<file path="src/rtl/uart_tx_arbiter_pkg.sv">
// Shared definitions for the UART transmit arbiter: FSM encodings, index width,
// default start timeout and the round-robin pointer advance helper.
package uart_tx_arbiter_pkg;

  typedef enum logic [1:0] {
    ST_IDLE      = 2'd0,
    ST_ISSUE     = 2'd1,
    ST_WAIT_BUSY = 2'd2,
    ST_WAIT_DONE = 2'd3
  } arb_state_e;

  localparam int DEFAULT_TIMEOUT = 16;

  // Requester index width; covers NREQ up to 8.
  localparam int IDX_W = 3;

  // Pointer moves to the slot just after the winner, wrapping at nreq.
  function automatic logic [IDX_W-1:0] next_ptr(input logic [IDX_W-1:0] idx,
                                                input int nreq);
    if (int'(idx) == nreq - 1) return '0;
    return idx + IDX_W'(1);
  endfunction

endpackage

</file>
<file path="src/rtl/uart_tx_arbiter_rr_pick.sv">
// Combinational round-robin picker: returns the first set request at or after
// ptr, wrapping from NREQ-1 back to 0.
module uart_tx_arbiter_rr_pick
  import uart_tx_arbiter_pkg::*;
#(
  parameter int NREQ = 4
) (
  input  logic [NREQ-1:0]  req,
  input  logic [IDX_W-1:0] ptr,
  output logic             any,
  output logic [IDX_W-1:0] idx
);

  logic [2*NREQ-1:0] dbl;
  logic [2*NREQ-1:0] masked;

  // Duplicate req and mask off the lower copy below ptr; the upper copy holds the wrapped candidates.
  always_comb begin
    dbl    = {req, req};
    masked = '0;
    for (int j = 0; j < 2*NREQ; j++) begin
      masked[j] = dbl[j] & (j >= int'(ptr));
    end
  end

  // Lowest set bit of the masked vector wins; fold the upper copy back onto 0..NREQ-1.
  always_comb begin
    idx = '0;
    for (int j = 2*NREQ-1; j >= 0; j--) begin
      if (masked[j]) begin
        idx = (j >= NREQ) ? IDX_W'(j - NREQ) : IDX_W'(j);
      end
    end
  end

  assign any = |req;

endmodule

</file>
<file path="src/rtl/uart_tx_arbiter.sv">
// Round-robin arbiter sharing one UART transmitter between NREQ byte sources.
// Sequences the core's tx_wr/tx_busy handshake and flags a missing busy rise.
module uart_tx_arbiter
  import uart_tx_arbiter_pkg::*;
#(
  parameter int NREQ    = 4,
  parameter int TIMEOUT = DEFAULT_TIMEOUT
) (
  input  logic              clk,
  input  logic              rst,
  input  logic [NREQ-1:0]   req,
  input  logic [8*NREQ-1:0] data,
  output logic [NREQ-1:0]   ack,
  output logic              tx_wr,
  output logic [7:0]        tx_data,
  input  logic              tx_busy,
  output logic [2:0]        grant_id,
  output logic              err_timeout
);

  localparam int TIMER_W = $clog2(TIMEOUT);

  arb_state_e         state_q, state_d;
  logic [IDX_W-1:0]   ptr_q, ptr_d;
  logic [TIMER_W-1:0] timer_q, timer_d;
  logic [7:0]         tx_data_q, tx_data_d;
  logic [IDX_W-1:0]   grant_id_q, grant_id_d;
  logic               tx_wr_q, tx_wr_d;
  logic [NREQ-1:0]    ack_q, ack_d;
  logic               err_c;

  logic               pick_any;
  logic [IDX_W-1:0]   pick_idx;

  uart_tx_arbiter_rr_pick #(.NREQ(NREQ)) u_pick (
    .req (req),
    .ptr (ptr_q),
    .any (pick_any),
    .idx (pick_idx)
  );

  // Next-state, grant latch, pointer and timer logic; tx_wr/ack are registered so they line up with ISSUE.
  always_comb begin
    state_d    = state_q;
    ptr_d      = ptr_q;
    timer_d    = timer_q;
    tx_data_d  = tx_data_q;
    grant_id_d = grant_id_q;
    tx_wr_d    = 1'b0;
    ack_d      = '0;
    err_c      = 1'b0;
    case (state_q)
      ST_IDLE: begin
        if (pick_any && !tx_busy) begin
          state_d    = ST_ISSUE;
          grant_id_d = pick_idx;
          ptr_d      = next_ptr(pick_idx, NREQ);
          timer_d    = '0;
          tx_wr_d    = 1'b1;
          for (int i = 0; i < NREQ; i++) begin
            ack_d[i] = (pick_idx == IDX_W'(i));
            if (pick_idx == IDX_W'(i)) tx_data_d = data[8*i +: 8];
          end
        end
      end
      ST_ISSUE: begin
        state_d = ST_WAIT_BUSY;
        timer_d = '0;
      end
      ST_WAIT_BUSY: begin
        if (tx_busy) begin
          state_d = ST_WAIT_DONE;
        end else if (timer_q == TIMER_W'(TIMEOUT - 1)) begin
          // Pulse in the last waiting cycle so it lands TIMEOUT cycles after tx_wr.
          err_c   = 1'b1;
          state_d = ST_IDLE;
        end else begin
          timer_d = timer_q + TIMER_W'(1);
        end
      end
      ST_WAIT_DONE: begin
        if (!tx_busy) state_d = ST_IDLE;
      end
      default: state_d = ST_IDLE;
    endcase
  end

  // State and output registers; reset also abandons any transfer in flight.
  always_ff @(posedge clk) begin
    if (!rst) begin
      state_q    <= ST_IDLE;
      ptr_q      <= '0;
      timer_q    <= '0;
      tx_data_q  <= '0;
      grant_id_q <= '0;
      tx_wr_q    <= 1'b0;
      ack_q      <= '0;
    end else begin
      state_q    <= state_d;
      ptr_q      <= ptr_d;
      timer_q    <= timer_d;
      tx_data_q  <= tx_data_d;
      grant_id_q <= grant_id_d;
      tx_wr_q    <= tx_wr_d;
      ack_q      <= ack_d;
    end
  end

  assign ack         = ack_q;
  assign tx_wr       = tx_wr_q;
  assign tx_data     = tx_data_q;
  assign grant_id    = grant_id_q;
  assign err_timeout = err_c & rst;

endmodule
</file>
<file path="config.mk">
export PLATFORM = sky130hd
export DESIGN_NAME = uart_tx_arbiter
export DESIGN_NICKNAME = d
export VERILOG_FILES = /design/src/rtl/uart_tx_arbiter_pkg.sv /design/src/rtl/uart_tx_arbiter_rr_pick.sv /design/src/rtl/uart_tx_arbiter.sv
export SDC_FILE = /design/constraint.sdc
export NUM_CORES = 1
export LEC_CHECK = 0
export ABC_CLOCK_PERIOD_IN_PS = 5700
export BUFFER_PORTS_ARGS = -buffer_cell sky130_fd_sc_hd__buf_2
export CAP_MARGIN = 20
export CORE_MARGIN = 1.5
export CORE_UTILIZATION = 45
export DETAILED_ROUTE_END_ITERATION = 6
export PLACE_DENSITY = 0.82
export SLEW_MARGIN = 20
export SYNTH_ARGS = -nofsm -noshare
export SYNTH_HDL_FRONTEND = slang
export SYNTH_HIERARCHICAL = 1
export SYNTH_SLANG_ARGS = --single-unit
</file>
<file path="constraint.sdc">
create_clock -name clk -period 5.7 [get_ports clk]
set_input_delay 0 -clock clk [delete_from_list [all_inputs] [get_ports clk]]
set_output_delay 0 -clock clk [all_outputs]
set_load 0.03 [all_outputs]
</file>
Word-level counts from Yosys, hierarchy flattened
Cells that the tools add are included.
Storage, ports and cells
  flip-flop bits (word level): 25
  latch bits: 0
  RAM bits: 0
  memory bits (read-only): 0
  bits of input ports: 39
  output and inout port bits: 17
  logic and storage cells: 80
  memories kept: 0
Operators by class
  add/sub/neg operators: 2
  multipliers: 0
  divide/modulo/power cells: 0
  order comparisons: 7
  eq/ne operators: 13
  shift operators: 0
  muxes and demuxes: 30
  bitwise operators: 8
  reduce and logical (&&, ||, !) cells: 13
Operator list (number)
  8-bit 2-to-1 mux: 4
  3-bit 2-to-1 mux: 9
  4-bit 2-to-1 mux: 3
  4-bit one-hot mux with 3 select lines: 1
  2-bit 2-to-1 mux: 5
  3-bit >= comparator (first input constant): 3
  3-bit AND reduction: 3
  1-bit bitwise AND: 8
  2-bit != test (second input constant): 4
  2-bit one-hot mux with 4 select lines: 1
  1-bit 2-to-1 mux: 7
  3-bit by 2-bit == test with 1-bit output (second input constant): 2
  1-bit by 3-bit >= comparator with 1-bit output (first input constant): 2
  2-bit by 3-bit >= comparator with 1-bit output (first input constant): 2
  4-bit by 1-bit adder with 4-bit output (second input constant): 1
  2-bit == test (second input constant): 2
  4-bit == test (second input constant): 1
  2-bit AND reduction: 2
  4-bit AND reduction: 1
  4-bit nonzero test: 1
  4-bit OR reduction: 1
  3-bit by 1-bit adder with 3-bit output (second input constant): 1
  3-bit by 1-bit == test with 1-bit output (second input constant): 1
  3-bit == test (second input constant): 1
  other kinds (7): 7

Longest topological paths before layout
  depth after elaboration: 14
  mapped depth: 11
  depth with buffers taken out: 9

Modules after synthesis
The synthesis kept the hierarchy.
Modules (own cells, without submodules)
  uart_tx_arbiter: times used 1, cells each 150, area an instance 1295.0 um^2, sequential area each 500.5 um^2
  uart_tx_arbiter_rr_pick: times used 1, cells each 17, area an instance 106.4 um^2, sequential area each 0.0 um^2

Worst setup path before layout
OpenSTA, ideal clock, no wires.
  kind: register to register
  from: register ptr_q[1]
  to: register tx_data_q[0] (netlist: tx_data[0])
  setup time: 0.074 ns
  data arrival time: 2.193 ns
  required time: 5.626 ns
  slack: 3.433 ns
  stages on the path, launching flop included: 12
  buffers on the path: 2
  clock period less this slack: 2.267 ns
  cells stage by stage: dfxtp_1 mux2i_1 o32ai_1 nor3_1 inv_1 ha_1 nand2b_1 clkbuf_1 buf_4 nor2_1 a211o_1 a31oi_2
Between the ends
  longest elaborated chain between the ends: 13
  elaborated cells between the ends (all ways): 30
  classes of those cells: order compare (7); eq/ne (3); mux (10); bitwise (7); reduce/logical (3)
Ends and longest elaborated chain
  start: declaration: line uart_tx_arbiter.sv:24  | logic [IDX_W-1:0] ptr_q, ptr_d;
  start signal: assignment: line uart_tx_arbiter.sv:100  | ptr_q <= ptr_d;
  3-bit >= comparator: line uart_tx_arbiter_rr_pick.sv:22  | masked[j] = dbl[j] & (j >= int'(ptr));
  1-bit bitwise AND: line uart_tx_arbiter_rr_pick.sv:22
  3-bit 2-to-1 mux (6 in series): line uart_tx_arbiter_rr_pick.sv:30  | if (masked[j]) begin
  3-bit 2-to-1 mux *: line uart_tx_arbiter_rr_pick.sv:30
  net pick_idx[0]: line uart_tx_arbiter.sv:33  | logic [IDX_W-1:0] pick_idx;
  3-bit by 1-bit == test with 1-bit output: line uart_tx_arbiter.sv:62  | if (pick_idx == IDX_W'(i)) tx_data_d = data[8*i +: 8];
  8-bit 2-to-1 mux (3 in series): line uart_tx_arbiter.sv:62
  end signal: assignment: line uart_tx_arbiter.sv:102  | tx_data_q <= tx_data_d;
  end: declaration: line uart_tx_arbiter.sv:26  | logic [7:0] tx_data_q, tx_data_d;
The timed path passes the listed nets; every way through them passes the cells marked *.
A chain may end at the register's enable or synchronous reset.

Final worst setup path
  from: register ptr_q[1]
  to: register tx_data_q[3] (netlist: tx_data[3])
The elaborated chain is that of the path after synthesis.

==> load_flow_metrics.sql <==
INSERT INTO impl_metrics (metric_group, metric, value, unit) VALUES
('logic_synthesis', 'post_synthesis_sequential_element_count', '25', ''),
('logic_synthesis', 'synth_xor_area_frac', '0', ''),
('setup_path', 'critPathMaxFanout', '17', ''),
('sta', 'tightestPinTransition', '0.666', 'ns'),
('logic_synthesis', 'synthDominantCellAreaShare', '0.357', ''),
('floorplanning', 'core', '3000', 'um^2'),
('grt', 'grt_start_max_net_pins', '19', ''),
('sta', 'final.period_utilization', '0.480', ''),
('logic_synthesis', 'post_synth_num_cell_types', '36', ''),
('logic_synthesis', 'async_reset_ff_frac', '0', ''),
('detailed_routing', 'postRouteWirelength', '3430', 'um'),
('setup_path', 'timing_worst_setup_path_type', 'flip-flop to flip-flop', ''),
('logic_synthesis', 'leading_register_cell_type_out_of_synthesis', 'dfxtp_1', ''),
('flow_run', 'drv.max_cap_violation_count', '0', ''),
('floorplanning', 'floorplan.rows', '20', ''),
('logic_synthesis', 'synthMuxAreaShare', '0.0786', ''),
('clock_tree', 'cts_repair_resize_count', '0', ''),
('logic_synthesis', 'synth_compound_area_frac', '0.219', ''),
('logic_synthesis', 'netlist_instances', '167', ''),
('logic_synthesis', 'synth-edff-count', '0', ''),
('pwr', 'switching_share', '0.343', ''),
('hold_path', 'hp-start', 'rst', ''),
('setup_path', 'cp_data_arrival_time', '3.00', 'ns'),
('sta', 'final-hold-violation-count', '0', ''),
('detailed_routing', 'wl_per_cell', '13.3', 'um'),
('grt', 'overflow', '0', ''),
('detailed_routing', 'post-route-drc-count', '0', ''),
('clock_tree', 'number_of_cts_inserted_buffers', '3', ''),
('hold_path', 'worst_hold_path.num_cells', '3', ''),
('clock_tree', 'cts_max_level', '1', ''),
('sta', 'timing.slew.headroom', '0.554', ''),
('final_layout', 'area_delta_synth_final', '26.3', '%'),
('logic_synthesis', 'yosys_warnings', '6', ''),
('grt', 'antenna_violations_before_repair', '0', ''),
('clock_tree', 'cts_tree', 'yes', ''),
('clock_tree', 'clock_insertion_delay_worst_skew', '0.34', 'ns'),
('logic_synthesis', 'synth.yosys.seq_area_share', '0.357', ''),
('grt', 'groute.layer.met2.usage', '0.346', ''),
('setup_path', 'reg_to_reg_endpoint', 'tx_data[3]', ''),
('clock_tree', 'cts-root-buf', 'clkbuf_4', ''),
('detailed_routing', 'drt-initial-drc-count', '51', ''),
('floorplanning', 'die_area', '3460', 'um^2'),
('final_layout', 'nNetsFinal', '270', ''),
('logic_synthesis', 'most_numerous_cell_in_the_yosys_netlist', 'dfxtp_1', ''),
('logic_synthesis', 'synthesis.nets', '211', ''),
('hold_path', 'hold-path-endpoint', 'tx_data[0]', ''),
('grt', 'use_met1', '0.260', ''),
('outcome', 'outcome', 'finished clean', ''),
('setup_path', 'regToRegStartpoint', 'ptr_q[1]', ''),
('logic_synthesis', 'synthTopCellsByArea', 'dfxtp_1 (36%), mux2i_1 (7.9%), nand2_1 (5.4%)', ''),
('grt', 'global_route.usage.total', '0.208', ''),
('pwr', 'pwr-share-comb', '0.288', ''),
('logic_synthesis', 'synth_top_area_cell', 'dfxtp_1', ''),
('logic_synthesis', 'post_synth_instance_area', '1400', 'um^2'),
('pwr', 'power_density', '224', 'nW/um^2'),
('setup_path', 'timing.reg2reg.setup_slack', '2.96', 'ns'),
('place', 'routabilityCongestion', '0.850', ''),
('grt', 'via_count_of_the_first_global_routing_pass', '1280', ''),
('clock_tree', 'clk_pin_slew', '0.16', 'ns'),
('pwr', 'leakagePower', '0.853', 'nW'),
('pwr', 'total_power', '397', 'uW'),
('grt', 'grt_pass1_wl', '5440', 'um'),
('floorplanning', 'initial_core_utilization', '0.467', ''),
('grt', 'met3_usage', '0.0374', ''),
('clock_tree', 'ctsLongestPathBuffers', '2', ''),
('final_layout', 'final_layout_size_suffix_gt1_frac', '0.298', ''),
('detailed_routing', 'drt.antenna.violating_nets', '0', ''),
('detailed_routing', 'overall_via_count_from_detail_route', '1412', ''),
('setup_path', 'reg2regPathDepth', '9', ''),
('sta', 'final_max_slew_viol_count', '0', ''),
('detailed_routing', 'drt_first_pass_iters', '4', '');
[worst max path at each step]
stage	start	endpoint	slack [ns]	cells after the start
6_report	ptr_q[1]	tx_data[3]	2.96	9
5_1_grt	ptr_q[1]	tx_data[3]	2.74	9
4_1_cts	ptr_q[1]	tx_data[3]	2.81	7
3_5_place_dp	ptr_q[1]	tx_data[3]	2.86	7
3_3_place_gp	ptr_q[1]	tx_data[5]	3.06	7
2_1_floorplan	ptr_q[1]	tx_data[0]	3.43	11
[cells in the final DEF, fill, tap and decap left out]
cell type       n
a21boi_0        1
or4b_2          1
ha_1            5
inv_1           6
dlygate4sd3_1   9
a21oi_1        14
nand2_1        20
o32ai_1         1
nor3b_1         3
a31oi_1         6
o21ai_0         7
o311ai_1        1
a21o_2          1
nand3_1         6
or4b_1          2
mux2i_1        11
nor2b_1         1
dfxtp_1        25
nand2b_1        4
clkbuf_4        3
nor3_1          3
clkinv_1        1
nor3_4          1
or4_1           1
a211o_1         8
clkinvlp_4      1
nand3b_1        2
nor2b_2         1
o21ai_2         2
and3_1          1
a31oi_2         2
o21ba_1         1
o21a_1          1
nor2_1         16
conb_1          1
nor4_1          1
buf_2          55
[sequential cells by signal (all words and copies together) (netlist names)]
register,cells
timer_q,4
tx_wr,1
state_q,2
grant_id,3
ack,4
ptr_q,3
tx_data,8
[critical path, cell delays in order, from the launching register on]
cell      delay, ns
dfxtp_1        0.45
mux2i_1        0.22
o32ai_1        0.11
nor3_1         0.48
inv_1          0.14
ha_1           0.24
nand2b_1       0.44
nor2_1         0.09
a211o_1        0.29
a31oi_1        0.22
[power groups by stage]
stage	sequential (mW)	combinational, mW	clock (mW)
2_1_floorplan	0.212	0.0647	0
3_3_place_gp	0.198	0.107	0
3_5_place_dp	0.198	0.109	0
4_1_cts	0.195	0.114	0.0864
5_1_grt	0.196	0.126	0.0954
6_report	0.195	0.114	0.0877
[cell families (layout without fill, tap and decap cells)]
kind of cell	Yosys count	count (layout)
mux	11	11
flops	25	25
buf+inv	17	75
compound gates	45	45
fa+ha+maj	5	5
simple gates	63	63
other cells	1	1
[layout make-up]
type,instances,area (um^2),share of cell area
Multi-Input combinational cell,125,807,0.456
Timing Repair Buffer,64,365,0.206
Clock inverter,1,7.51,0.00424
Inverter,7,26.3,0.0148
Sequential cell,25,500,0.283
Clock buffer,3,22.5,0.0127
Tap cell,33,41.3,0.0233
[through the flow]
stage / util / hold WS (ns) / std cells / instance area [um^2] / worst slack [ns]
after CTS: 0.589 / 0.0297 / 258 / 1770 / 2.81
after floorplan: - / 0.149 / 167 / 1400 / 3.43
after global routing: 0.590 / 0.0397 / 258 / 1770 / 2.74
after global placement: 0.549 / 0.270 / 245 / 1650 / 3.06
after detailed placement: 0.549 / 0.274 / 245 / 1650 / 2.86
final: 0.590 / 0.0232 / 258 / 1770 / 2.96
[per-layer routing]
layer  share of wire  wire [um]
met5               0          0
met1            0.44       1500
met4           0.032        109
met3           0.076        261
met2            0.45       1550
[what timing repair did]
action	in CTS	in global routing
hold endpoints to repair	10	0
hold buffers	9	0
setup buffers	0	0
Note: power is estimated with default switching activity, not from simulation.
